## src/rtl/div_unit_pkg.sv

```systemverilog
// Shared definitions for the execute-stage divider: alucontrol codes that
// select DIV/DIVU, plus the magnitude helper used for signed operands.
package div_unit_pkg;

  localparam int unsigned DATA_W = 32;

  // Chosen above the existing 5-bit alucontrol range so decode stays unambiguous.
  localparam logic [4:0] DIV_CONTROL  = 5'b11010;
  localparam logic [4:0] DIVU_CONTROL = 5'b11011;

  // Two's-complement magnitude as an unsigned value; |0x8000_0000| stays 0x8000_0000.
  function automatic logic [DATA_W-1:0] abs_val(input logic [DATA_W-1:0] x,
                                                input logic              is_signed);
    return (is_signed && x[DATA_W-1]) ? ({DATA_W{1'b0}} - x) : x;
  endfunction

endpackage

```

## src/rtl/div_unit.sv

```systemverilog
// Multi-cycle radix-2 restoring divider for DIV/DIVU. Quotient goes to LO and
// remainder to HI; busy stalls execute while the 32 iteration steps run.
//
// Handshake: start is accepted only in IDLE with annul low; busy is high for
// every BUSY cycle; valid pulses for one cycle in DONE, and quotient/remainder
// hold their value until the next completed operation or reset.
module div_unit
  import div_unit_pkg::*;
(
  input  logic        clk,
  input  logic        resetn,
  input  logic        start,
  input  logic        signed_div,
  input  logic [31:0] dividend,
  input  logic [31:0] divisor,
  input  logic        annul,
  output logic        busy,
  output logic        valid,
  output logic [31:0] quotient,
  output logic [31:0] remainder
);

  typedef enum logic [1:0] {
    S_IDLE = 2'd0,
    S_BUSY = 2'd1,
    S_DONE = 2'd2
  } state_t;

  state_t      state;
  logic [5:0]  count;
  logic [63:0] rq;
  logic [31:0] dvs;
  logic        neg_q;
  logic        neg_r;

  logic [64:0] shifted;
  logic        borrow;
  logic [31:0] sub;
  logic        take;
  logic [63:0] rq_step;

  // Shifted upper part is 33 bits wide; bit 64 set means it certainly exceeds dvs.
  always_comb begin
    shifted       = {rq, 1'b0};
    {borrow, sub} = {1'b0, shifted[63:32]} - {1'b0, dvs};
    take          = shifted[64] | ~borrow;
    rq_step       = take ? {sub, shifted[31:1], 1'b1} : shifted[63:0];
  end

  assign busy  = (state == S_BUSY);
  assign valid = (state == S_DONE);

  always_ff @(posedge clk) begin
    if (!resetn) begin
      state     <= S_IDLE;
      count     <= '0;
      rq        <= '0;
      dvs       <= '0;
      neg_q     <= 1'b0;
      neg_r     <= 1'b0;
      quotient  <= '0;
      remainder <= '0;
    end else if (annul) begin
      state <= S_IDLE;
      count <= '0;
    end else begin
      case (state)
        S_IDLE: begin
          if (start) begin
            count <= '0;
            neg_q <= signed_div & (dividend[31] ^ divisor[31]);
            neg_r <= signed_div & dividend[31];
            if (divisor == 32'd0) begin
              quotient  <= 32'hFFFF_FFFF;
              remainder <= dividend;
              state     <= S_DONE;
            end else begin
              rq    <= {32'd0, abs_val(dividend, signed_div)};
              dvs   <= abs_val(divisor, signed_div);
              state <= S_BUSY;
            end
          end
        end
        S_BUSY: begin
          rq    <= rq_step;
          count <= count + 6'd1;
          if (count == 6'd31) begin
            count     <= '0;
            state     <= S_DONE;
            quotient  <= neg_q ? (32'd0 - rq_step[31:0])  : rq_step[31:0];
            remainder <= neg_r ? (32'd0 - rq_step[63:32]) : rq_step[63:32];
          end
        end
        S_DONE:  state <= S_IDLE;
        default: state <= S_IDLE;
      endcase
    end
  end

endmodule
```

## config.mk

```make
export PLATFORM = sky130hd
export DESIGN_NAME = div_unit
export DESIGN_NICKNAME = d
export VERILOG_FILES = /design/src/rtl/div_unit_pkg.sv /design/src/rtl/div_unit.sv
export SDC_FILE = /design/constraint.sdc
export NUM_CORES = 1
export LEC_CHECK = 0
export BUFFER_PORTS_ARGS = -buffer_cell sky130_fd_sc_hd__clkbuf_2
export CAP_MARGIN = 20
export CORE_MARGIN = 1.5
export CORE_UTILIZATION = 60
export DETAILED_ROUTE_END_ITERATION = 10
export GPL_TIMING_DRIVEN = 1
export PLACE_DENSITY = 0.92
export SYNTH_ARGS = -nofsm -noshare
export SYNTH_HDL_FRONTEND = slang
export SYNTH_SLANG_ARGS = --single-unit
```

## constraint.sdc

```tcl
create_clock -name clk -period 8.1 [get_ports clk]
set_clock_uncertainty 0.2 [all_clocks]
set_input_delay 0.405 -clock clk [delete_from_list [all_inputs] [get_ports clk]]
set_output_delay 0.405 -clock clk [all_outputs]
set_load 0.005 [all_outputs]
```

-- Yosys cells after proc, flatten, opt, wreduce, memory -nomap -nowiden
Cells that the tools add are included.
- flip-flop bits (word level): 170
- bits of input ports: 69
- mux-type cells: 23
- equal/unequal tests: 7
- bitwise gates (word level): 8
- reductions and logical operators: 12
- add/subtract/negate cells: 6
- operators with widths (cell ; count):
    $mux W32 ; 10
    $mux W64 ; 3
    $pmux W32 S2 ; 2
    $pmux W64 S2 ; 1
    $sub A1 B32 Y32 const A ; 4
    $sub A32 B32 Y33 ; 1
    $logic_not A32 Y1 ; 1
    $mux W6 ; 2
    $pmux W6 S2 ; 1
    $reduce_and A4 Y1 ; 2
    $add A6 B1 Y6 const B ; 1
    $eq A6 B5 Y1 const B ; 1
    $mux W2 ; 3
    $ne A2 B2 Y1 const B ; 3
    $reduce_and A5 Y1 ; 1
    $not A1 Y1 ; 4
    $pmux W2 S2 ; 1
    $reduce_and A2 Y1 ; 2
    $reduce_and A3 Y1 ; 1
    $and A1 B1 Y1 ; 2
    $eq A2 B1 Y1 const B ; 1
    $eq A2 B2 Y1 const B ; 1
    $logic_and A1 B1 Y1 ; 2
    $logic_not A2 Y1 ; 1
    5 further kinds ; 5

-- Depth between registers and ports, before layout
Gate-level depths: netlist of the first run.
- depth in word-level cells: 8
- mapped depth: 24
- gate-level depth less buffers: 21

-- Least setup slack after synthesis of the first run
Ideal clock, no wire load.
- path type: flip-flop to flip-flop
- start: reg rq[31]
- end: reg remainder[24]
- cell stages (with the launch flop): 25
- path buffers: 3
- arrival time: 4.436 ns
- period minus slack after synthesis: 4.710 ns
- setup time: 0.074 ns
- slack: 3.390 ns
- cell sequence: dfxtp_1 > inv_1 > ha_1 > fa_1 > nand2b_1 > a21oi_2 > or3_1 > and2_4 > o2111ai_4 > nand2_4 > buf_6 > clkbuf_1 > buf_2 > nand2_1 > o21ai_0 > ha_1 > nand2_1 > nor2_1 > o211ai_1 > o31a_1 > a21o_1 > o41ai_2 > xor2_1 > nand2_1 > a31oi_1
- word-level cells in the longest chain between the ends: 8
- RTL lines (element ; line ; text):
    start: declaration ; div_unit.sv:31 ; logic [63:0] rq;
    start signal: assignment ; div_unit.sv:78 ; rq <= {32'd0, abs_val(dividend, signed_div)};
    start signal: assignment ; div_unit.sv:85 ; rq <= rq_step;
    $sub A32 B32 Y33 ; div_unit.sv:45 ; {borrow, sub} = {1'b0, shifted[63:32]} - {1'b0, dvs};
    $not A1 Y1 ; div_unit.sv:46 ; take = shifted[64] | ~borrow;
    $or A1 B1 Y1 ; div_unit.sv:46 ;
    $mux W64 (*) ; div_unit.sv:47 ; rq_step = take ? {sub, shifted[31:1], 1'b1} : shifted[63:0];
    $sub A1 B32 Y32 ; div_unit.sv:91 ; remainder <= neg_r ? (32'd0 - rq_step[63:32]) : rq_step[63:32];
    $mux W32 (*) ; div_unit.sv:91 ;
    $mux W32 (*) ; div_unit.sv:87 ; if (count == 6'd31) begin
    $pmux W32 S2 (*) ; div_unit.sv:67 ; case (state)
    end signal: assignment ; div_unit.sv:75 ; remainder <= dividend;
    end signal: assignment ; div_unit.sv:91 ;
    end: declaration ; div_unit.sv:20 ; output logic [31:0] remainder
Mark *: on every way between the ends. The rest lies on a longest branch, timed or not. The select of a mux whose other input is x is not followed.
A chain may end at the register's enable or synchronous reset.

-- Worst setup path in the final report of the first run
- start: reg rq[31]
- end: reg remainder[28]
The elaborated chain is that of the path after synthesis.

==> metrics.cfg, run 1 <==
[placed_design]
dp_cells = 1929
dpl_cell_area_mm2 = 0.0127
place_congestion = 0.967
dp_hpwl_um = 26200
io_buffers = 134

[clocking]
clock_latency_ns = 0.45
clk_path_buf_depth = 2
tritoncts = built
cts_resized = 0
cts_hold_buf = 0
cts_made_buffers = 17
cts_max_level = 4
post-cts-setup-buffers = 0
cts_root_buffer = clkbuf_16
clkTransAtPathRegs_ns = 0.07
cts.sinks = 170

[layout]
antenna-diode-count = 0
nNetsFinal = 1792
postLayoutCellArea_mm2 = 0.0133
mostFrequentLayoutCell = nor2_1
final_layout_size_suffix_gt1_share_pct = 12.8
fillers = 1617
area_delta_synth_final_pct = 10.5
final_cell_mix = 268 x nor2_1, 170 x dfxtp_1, 159 x a21oi_1
instances_no_fill = 1963

[power]
vdd_drop_max_uv = 145
power_switching_mw = 0.746
internal-power_mw = 1.48
pwr-share-seq_pct = 40.1
p_per_area_mw_per_mm2 = 168
p_total_mw = 2.23
pwr-share-comb_pct = 21.9
clkPwrFrac_pct = 38.0
switching_share_pct = 33.5
p_leak_nw = 5.27

[critical_path]
cp_max_fo = 53
cp-start-kind = flop
crit_type = reg2reg
rr_worst_depth = 21
r2r-end = remainder[28]
rrSetupSlack_ns = 2.79
crit_path_start = rq[31]
worst_setup_path_end_kind = flop
arrival_ns = 5.49
r2r-start = rq[31]
cp_data_required_time_ns = 8.28

[timing]
finalCriticalPeriod_ns = 5.31
whs_ns = 0.0356
finalHoldViolations = 0
tightestPinTransition_ns = 1.04
fmax_mhz = 188
max_slew_margin_pct = 30.6
tns_ns = 0
setup_viol = 0
slew_violations = 0
rsz0062_at_grt = false
fin_crit_sh_pct = 65.6

[synth]
synth-main-ff-cell = dfxtp_1
yosys_warnings = 0
ys_ff_latch = 170
syn_inst = 1626
syn-num-nets = 1733
synth_edf_count = 0
ys_seq_area_share_pct = 28.3
syn_avg_cell_area_um2 = 7.39
async_flop_share_pct = 0
ys_types = 87
syn-cell-area_mm2 = 0.0120

[detailed_routing]
postRouteAntennaNets = 0
vias = 12600
drc = 0
avgRoutedWirePerCell_um = 18.4
drt_iter0_drc = 1166
first_pass_iters = 5
drt_wl_total_um = 36100
via_per_inst = 6.43

[global_routing]
gr-total-overflow = 0
grt_pass1_wl_um = 56600
grt_max_degree = 100
antenna_found_initial = 0
grt_pass1_vias = 11300
gr-usage-all-layers_pct = 34.3

[floorplan]
num_rows = 51
io_pins = 135
die_w_um = 145
die_h_um = 145
core_area_mm2 = 0.0195
initial_utilization_pct = 61.6
dieArea_mm2 = 0.0209

[hold_path]
hold_depth = 3
hp-start = divisor[1]
min_path_type = in2reg
holdPathEnd = dvs[1]

[status]
status = complete, no violations

[run]
maxCapViolCount = 0

power groups by stage:
| stage | registers (mW) | logic, mW | clock network [mW] |
|---|---|---|---|
| finish | 0.893 | 0.488 | 0.846 |
| global route | 0.897 | 0.533 | 0.884 |
| CTS | 0.892 | 0.475 | 0.847 |
| detailed placement | 0.911 | 0.469 | 0 |
| global placement | 0.910 | 0.459 | 0 |
| floorplan | 0.903 | 0.349 | 0 |
through the flow:
step                setup slack [ns]  util [%]
finish                          2.79      68.0
CTS                             2.91      67.9
global placement                3.19      64.8
global route                    2.54      68.0
detailed placement              3.02      64.8
floorplan                       3.39         -
worst max-delay path, cell delays in order (launching register included):
cell	delay [ns]
dfxtp_1	0.40
inv_1	0.07
ha_1	0.24
fa_1	0.41
nand2b_1	0.19
a21oi_2	0.24
or3_1	0.18
and2_4	0.18
o2111ai_4	0.19
nand2_4	0.55
nand2_1	0.10
o21ai_0	0.19
ha_1	0.30
nand2_1	0.08
nor2_1	0.21
o211ai_1	0.15
o31a_1	0.23
a21o_1	0.24
nor4_1	0.39
nand4_1	0.16
o211a_1	0.17
a21oi_1	0.14
cell usage after synthesis (all sizes together) (4+ instances only):
master / number / area, um2
nor3b: 4 / 35.0
dfxtp: 170 / 3400
a31oi: 21 / 138
nor3: 34 / 191
o22ai: 4 / 31.3
mux2i: 20 / 213
o2111a: 4 / 46.3
o211ai: 17 / 133
xnor2: 53 / 464
o21ai: 96 / 480
ha: 37 / 463
inv: 56 / 210
nand4: 13 / 81.3
o21bai: 6 / 45.0
and3: 18 / 114
nor2: 269 / 1020
o2111ai: 5 / 67.6
nand3: 30 / 155
a21o: 8 / 60.1
o21a: 8 / 60.1
a311oi: 26 / 228
and4: 4 / 35.0
and2: 8 / 52.6
or4: 11 / 82.6
nor2b: 8 / 50.1
buf: 32 / 174
nand2b: 16 / 100
or3: 20 / 125
nand2: 136 / 518
or2: 7 / 43.8
nor4: 17 / 106
o41ai: 18 / 180
a22oi: 12 / 90.1
xor2: 78 / 683
a21oi: 162 / 822
a211oi: 67 / 513
clkbuf: 70 / 264
o31ai: 23 / 178
worst max-delay path by stage:
| stage | end | slack (ns) | depth (start not counted) |
|---|---|---|---|
| final | remainder[28] | 2.79 | 21 |
| after global routing | remainder[30] | 2.54 | 21 |
| after CTS | remainder[28] | 2.91 | 21 |
| after detailed placement | remainder[28] | 3.02 | 21 |
| after global placement | quotient[28] | 3.19 | 18 |
| after floorplan | remainder[24] | 3.39 | 24 |
cells by family after synthesis:
logic type | share of synthesized area (%)
buffers and inverters | 5.45
XOR/XNOR | 9.54
multiplexers | 1.86
AND/OR/NAND/NOR | 23.1
adder cells (fa/ha/maj) | 4.02
AO/OA/AOI/OAI | 27.7
flip-flops | 28.3
metal layers:
metal  global-route usage, %  share of wire, %  routed length (um)
met5                       0                 0                   0
met4                    17.9               4.4                1590
met3                    7.09               9.4                3380
met2                    56.0                46               16700
met1                    42.7                40               14400
flip-flops by register name (all words and copies together), names as in the netlist:
name / count
count: 6
remainder: 32
dvs: 32
neg_q: 1
neg_r: 1
quotient: 32
state: 2
rq: 64
area by class of cell:
type	count	area, um2	share of cell area (%)
clock inverters	15	178	1.34
inverters	58	220	1.66
repair buffers	142	739	5.57
multi-input cells	1296	7990	60.1
clock buffers	17	425	3.20
well taps	265	332	2.50
flip-flops and latches	170	3400	25.6
Power figures use the tool's default switching activity.
==> inputs of run 2 (changes only) <==
Clock period 8.1 ns to 5.5 ns, I/O delays scaled along.
==> run 2 against run 1 <==
Effect of this change: clock power increased by 44%; design area increased by 2.1%; routed wire length increased by 2.7%; sequential cell count unchanged; combinational power increased by 51%; maximum frequency increased by 5.5%; first-iteration DRC count increased by 9.8%; worst setup slack got worse by 2.3 ns; critical path depth unchanged; global-route usage increased by 0.96 points.
==> metrics.cfg, run 2 (synthesis results as in run 1) <==
[status]
status = complete, no violations

[timing]
finalHoldViolations = 0  ; unchanged
fin_crit_sh_pct = 91.5  ; +26 points
finalCriticalPeriod_ns = 5.03  ; -0.276 ns
rsz0062_at_grt = false
tightestPinTransition_ns = 1.10  ; +0.0606 ns
setup_viol = 0  ; unchanged
tns_ns = 0  ; unchanged
max_slew_margin_pct = 26.4  ; -4.1 points
slew_violations = 0  ; unchanged
whs_ns = 0.00349  ; -0.0321 ns
fmax_mhz = 199  ; +5.5%

[clocking]
clkTransAtPathRegs_ns = 0.07  ; about the same
cts_made_buffers = 17  ; unchanged
clk_path_buf_depth = 2  ; unchanged
cts_max_level = 4  ; unchanged
post-cts-setup-buffers = 0  ; unchanged
cts.sinks = 170  ; unchanged
cts_root_buffer = clkbuf_16
tritoncts = built
clock_latency_ns = 0.44  ; about the same

[global_routing]
gr-usage-all-layers_pct = 35.3  ; +0.96 points
grt_max_degree = 100  ; unchanged
gr-total-overflow = 0  ; unchanged
grt_pass1_vias = 11600  ; +3.0%
grt_pass1_wl_um = 58300  ; +2.9%
antenna_found_initial = 0  ; unchanged

[placed_design]
io_buffers = 134  ; unchanged
dp_hpwl_um = 26400  ; +0.84%
place_congestion = 1.00  ; +3.3%

[layout]
fillers = 1577  ; -2.5%
multi_input_area_mm2 = 0.00799  ; unchanged
seq_area_mm2 = 0.00340  ; unchanged
mostFrequentLayoutCell = nor2_1
largest-register = rq
area_delta_synth_final_pct = 12.8
final_layout_size_suffix_gt1_share_pct = 12.8  ; about the same
largest_reg_flops = 64  ; unchanged
antenna-diode-count = 0  ; unchanged
final_cell_mix = 268 x nor2_1, 170 x dfxtp_1, 159 x a21oi_1
nNetsFinal = 1822  ; +1.7%

[power]
pwr-share-seq_pct = 40.2  ; about the same
pwr-share-comb_pct = 22.6  ; +0.7 points
p_leak_nw = 5.39  ; +2.3%
internal-power_mw = 2.19  ; +48%
p_per_area_mw_per_mm2 = 242  ; +44%
clkPwrFrac_pct = 37.3  ; -0.7 points
vdd_drop_max_uv = 232  ; +60%
power_switching_mw = 1.09  ; +46%
switching_share_pct = 33.2  ; -0.33 points

[floorplan]
core_area_mm2 = 0.0195  ; unchanged
die_w_um = 145  ; unchanged
io_pins = 135  ; unchanged
num_rows = 51  ; unchanged
dieArea_mm2 = 0.0209  ; unchanged
die_h_um = 145  ; unchanged
initial_utilization_pct = 61.6  ; unchanged

[detailed_routing]
vias = 12800  ; +1.1%
drt_iter0_drc = 1280  ; +9.8%
via_per_inst = 6.40  ; -0.45%
drt_wl_total_um = 37100  ; +2.7%
drc = 0  ; unchanged
postRouteAntennaNets = 0  ; unchanged
avgRoutedWirePerCell_um = 18.6  ; +1.1%
first_pass_iters = 7  ; +2

[critical_path]
worst_setup_path_end_kind = flop
cp_slowest_cell = dfxtp_1
path_buf_inv = 1  ; unchanged
cp-start-kind = flop
path_cells = inv_1 -> ha_1 -> fa_1 -> nand2b_1 -> a21oi_2 -> or3_1 -> and2_4 -> o2111ai_4 -> nand2_4 -> nand2_1 -> o21ai_0 -> ha_1 -> nand2_1 -> nor2_1 -> o211ai_1 -> o31a_1 -> a21o_1 -> nor4_1 -> nand4_1 -> o211a_1 -> a21oi_1
arrival_ns = 5.20  ; -0.29 ns
rrSetupSlack_ns = 0.47  ; -2.32 ns
cp_max_fo = 25  ; -53%
slowest_delay_ns = 0.42  ; -0.13 ns
path_delay_family = simple AND/OR/NAND/NOR gates
crit_type = reg2reg
cp_data_required_time_ns = 5.67  ; -2.61 ns

[run]
maxCapViolCount = 0  ; unchanged

[hold_path]
min_path_type = in2reg

==> run 2: changes by cell type in the layout (fill, tap and decap cells not counted), moves of 2 or more <==
cell	before	now
inv_6	2	5
buf_4	6	11
inv_8	6	3
dlygate4sd3_1	0	25
clkinvlp_4	1	3
==> run 2: stage by stage <==
stage	setup slack [ns]	cell area [um2]	std cells	util, %	power [mW]
CTS	0.555	13500	1992	69.4	3.25
detailed placement	0.678	12700	1935	65.1	2.04
global placement	0.926	12700	1935	65.1	2.02
finish	0.466	13600	1993	69.5	3.28
global route	0.187	13600	1993	69.5	3.40
floorplan	0.790	12000	1626	-	1.84
==> run 2: metal layers <==
metal | GRT usage (%) | vias to the layer above | wire (um)
li1 | - | 6061 | -
met5 | 0 | - | 0
met4 | 19.1 | 0 | 1850
met2 | 58.3 | 730 | 17100
met3 | 6.36 | 148 | 3580
met1 | 43.5 | 5816 | 14600
==> run 2: final timing paths <==
path | cells after the start | endpoint | startpoint
hold reg to reg | 2 | remainder[2] | remainder[2]
setup reg to reg | 21 | remainder[28] | rq[31]
hold / removal | 3 | dvs[8] | divisor[8]
setup / recovery | 21 | remainder[28] | rq[31]
==> run 2: repair_timing <==
item / 4_1_cts / 5_1_grt
hold endpoints to repair: 25 / 0
hold buffers: 25 / 0
resized for setup: 0 / 0
==> run 2: area by class of cell <==
cell class,instances,share of cell area (%)
multi-input combinational,1296,58.9
sequential,170,25.1
timing repair buffer,172,7.64
clock buffer,18,3.16
tap,265,2.44
inverter,58,1.62
clock inverter,14,1.14
==> run 2: power by group through the flow <==
stage | clock [mW] | combinational, mW | sequential, mW
3_3_place_gp | 0 | 0.678 | 1.34
5_1_grt | 1.27 | 0.801 | 1.32
4_1_cts | 1.22 | 0.716 | 1.31
2_1_floorplan | 0 | 0.514 | 1.33
6_report | 1.22 | 0.739 | 1.32
3_5_place_dp | 0 | 0.693 | 1.34
==> run 2: worst reg2reg max path: cells and delay by family, from the launching register on <==
| kind | cells | cell delay (ns) |
|---|---|---|
| flip-flops | 1 | 0.42 |
| buffers and inverters | 1 | 0.07 |
| adder cells (fa/ha/maj) | 3 | 0.93 |
| AO/OA/AOI/OAI | 8 | 1.49 |
| AND/OR/NAND/NOR | 9 | 1.86 |
==> inputs of run 3 (changes only) <==
Settings changed: PLACE_DENSITY 0.92 to 0.81.
==> run 3 against run 2 <==
Effect of this change: largest cell class unchanged; via count is 1.7% lower; highest routed layer unchanged; sequential power hardly changed; sequential share of layout area is 0.11 points lower; register-to-register slack better by 0.06 ns; hold slack worse by 0.0031 ns.
==> metrics.cfg, run 3 (synthesis results as in run 1) <==
[detailed_routing]
first_pass_iters = 5  ; -2
drt_wl_total_um = 36600  ; -1.3%
wl_met1_um = 15300  ; +5.0%
drt_iter0_drc = 1109  ; -13%
top_layer_used = met4
wl_met2_um = 16600  ; -2.7%
via_per_inst = 6.28  ; -1.9%
postRouteAntennaNets = 0  ; unchanged
vias = 12500  ; -1.7%
avgRoutedWirePerCell_um = 18.3  ; -1.5%
wl_met3_um = 2910  ; -19%
drc = 0  ; unchanged

[timing]
slew_violations = 0  ; unchanged
rsz0062_at_grt = false
timing.final.ws_setup_ns = 0.521  ; +0.0551 ns
finalHoldViolations = 0  ; unchanged
setup_viol = 0  ; unchanged
fmax_mhz = 201  ; +1.1%
max_slew_margin_pct = 26.4  ; about the same
tns_ns = 0  ; unchanged
fin_crit_sh_pct = 90.5  ; -1.0 points
finalCriticalPeriod_ns = 4.98  ; -0.0551 ns
tightestPinTransition_ns = 1.08  ; -0.0263 ns

[critical_path]
rrSetupSlack_ns = 0.52  ; +0.06 ns
r2r-start = rq[31]
r2r-end = remainder[30]
cp-start-kind = flop
cp_max_fo = 31  ; +24%
crit_path_start = rq[31]
arrival_ns = 5.13  ; -0.07 ns
cp_data_required_time_ns = 5.65  ; -0.02 ns
rr_worst_depth = 21  ; unchanged
crit_type = reg2reg
worst_setup_path_end_kind = flop

[power]
switching_share_pct = 33.7  ; +0.48 points
vdd_drop_max_uv = 226  ; -2.7%
pwr-share-comb_pct = 22.7  ; about the same
pwr-share-seq_pct = 40.5  ; +0.3 points
power_switching_mw = 1.09  ; +0.39%
internal-power_mw = 2.15  ; -1.7%
clkPwrFrac_pct = 36.8  ; -0.5 points
p_leak_nw = 5.42  ; +0.63%
p_per_area_mw_per_mm2 = 238  ; -1.5%

[layout]
final_cell_mix = 268 x nor2_1, 170 x dfxtp_1, 159 x a21oi_1
largest-register = rq
area_delta_synth_final_pct = 13.3
largest_reg_flops = 64  ; unchanged
final_layout_size_suffix_gt1_share_pct = 13.0  ; +0.20 points
antenna-diode-count = 0  ; unchanged
nNetsFinal = 1827  ; +0.27%
mostFrequentLayoutCell = nor2_1

[hold_path]
min_path_type = in2reg
holdPathEnd = dvs[4]
hp-start = divisor[4]
hold_depth = 3  ; unchanged

[clocking]
clock_latency_ns = 0.44  ; about the same
cts_root_buffer = clkbuf_16
tritoncts = built
cts.sinks = 170  ; unchanged
cts_resized = 0  ; unchanged
clkTransAtPathRegs_ns = 0.07  ; about the same
cts_made_buffers = 17  ; unchanged
clk_path_buf_depth = 2  ; unchanged
cts_max_level = 4  ; unchanged

[placed_design]
place_congestion = 0.951  ; -4.9%
dp_slack_ns = 0.636  ; -0.0421 ns
io_buffers = 134  ; unchanged
dp_hpwl_um = 27000  ; +2.2%

[global_routing]
gr-usage-all-layers_pct = 35.2  ; -0.13 points
gr-total-overflow = 0  ; unchanged
antenna_found_initial = 0  ; unchanged
grt_pass1_vias = 11300  ; -2.6%
grt_pass1_wl_um = 57600  ; -1.2%
grt_max_degree = 101  ; +1.0%

[floorplan]
die_w_um = 145  ; unchanged
core_area_mm2 = 0.0195  ; unchanged
io_pins = 135  ; unchanged
die_h_um = 145  ; unchanged
initial_utilization_pct = 61.6  ; unchanged
num_rows = 51  ; unchanged
dieArea_mm2 = 0.0209  ; unchanged

[status]
status = complete, no violations

[run]
maxCapViolCount = 0  ; unchanged

run 3: cell types whose count changed in the layout (fill, tap and decap cells not counted), moves of 2 or more:
cell           change
buf_4              +2
clkinvlp_4         -2
dlygate4sd3_1      +2
inv_8              +2
run 3: critical path, stage by stage, from the launching register on:
cell and delay [ns]:
dfxtp_1 0.41, inv_1 0.07, ha_1 0.24, fa_1 0.41, nand2b_1 0.19, a21oi_2 0.22, or3_1 0.18, and2_4 0.18
o2111ai_4 0.20, nand2_4 0.39, nand2_1 0.10, o21ai_0 0.16, ha_1 0.27, nand2_1 0.06, nor2_1 0.18, o211ai_1 0.13
o31a_1 0.21, a211oi_2 0.32, nand2_1 0.16, nor3b_2 0.22, o22ai_1 0.12, a311oi_1 0.27
run 3: per-layer routing:
metal	track usage [%]	up-vias
met5	0	-
met2	57.1	633
met3	5.63	111
li1	-	6066
met1	44.4	5727
met4	19.4	0
run 3: layout make-up:
cell class	count	area (um2)
Inverter	58	220
Fill cell	1706	5900
Multi-Input combinational cell	1296	7990
Timing Repair Buffer	177	1110
Sequential cell	170	3400
Tap cell	265	332
Clock inverter	14	149
Clock buffer	17	425
run 3: through the flow:
stage               cells  power [mW]  hold slack [ns]  utilization [%]  area [um2]
finish               1997        3.24         0.000361             69.8       13600
global route         1997        3.37           0.0226             69.8       13600
global placement     1937        2.03            0.255             65.2       12700
floorplan            1626        1.84            0.217                -       12000
CTS                  1995        3.22          0.00157             69.5       13600
detailed placement   1937        2.04            0.264             65.2       12700
run 3: timing repair:
item | 4_1_cts | 5_1_grt
hold buffers | 27 | 0
setup buffers | 0 | 0
endpoints found under the hold margin | 27 | 0
run 3: power groups by stage:
stage               combinational [mW]  clock, mW  sequential (mW)
floorplan                        0.514          0             1.33
global placement                 0.689          0             1.34
detailed placement               0.699          0             1.34
CTS                              0.719       1.19             1.31
global route                     0.804       1.25             1.32
finish                           0.737       1.19             1.31
run 3: how the worst max path moves through the flow:
stage / to / slack [ns] / cells after the start
after floorplan: remainder[24] / 0.79 / 24
after global placement: remainder[24] / 0.88 / 21
after detailed placement: remainder[30] / 0.64 / 21
after CTS: remainder[30] / 0.60 / 21
after global routing: remainder[30] / 0.09 / 21
final: remainder[30] / 0.52 / 21
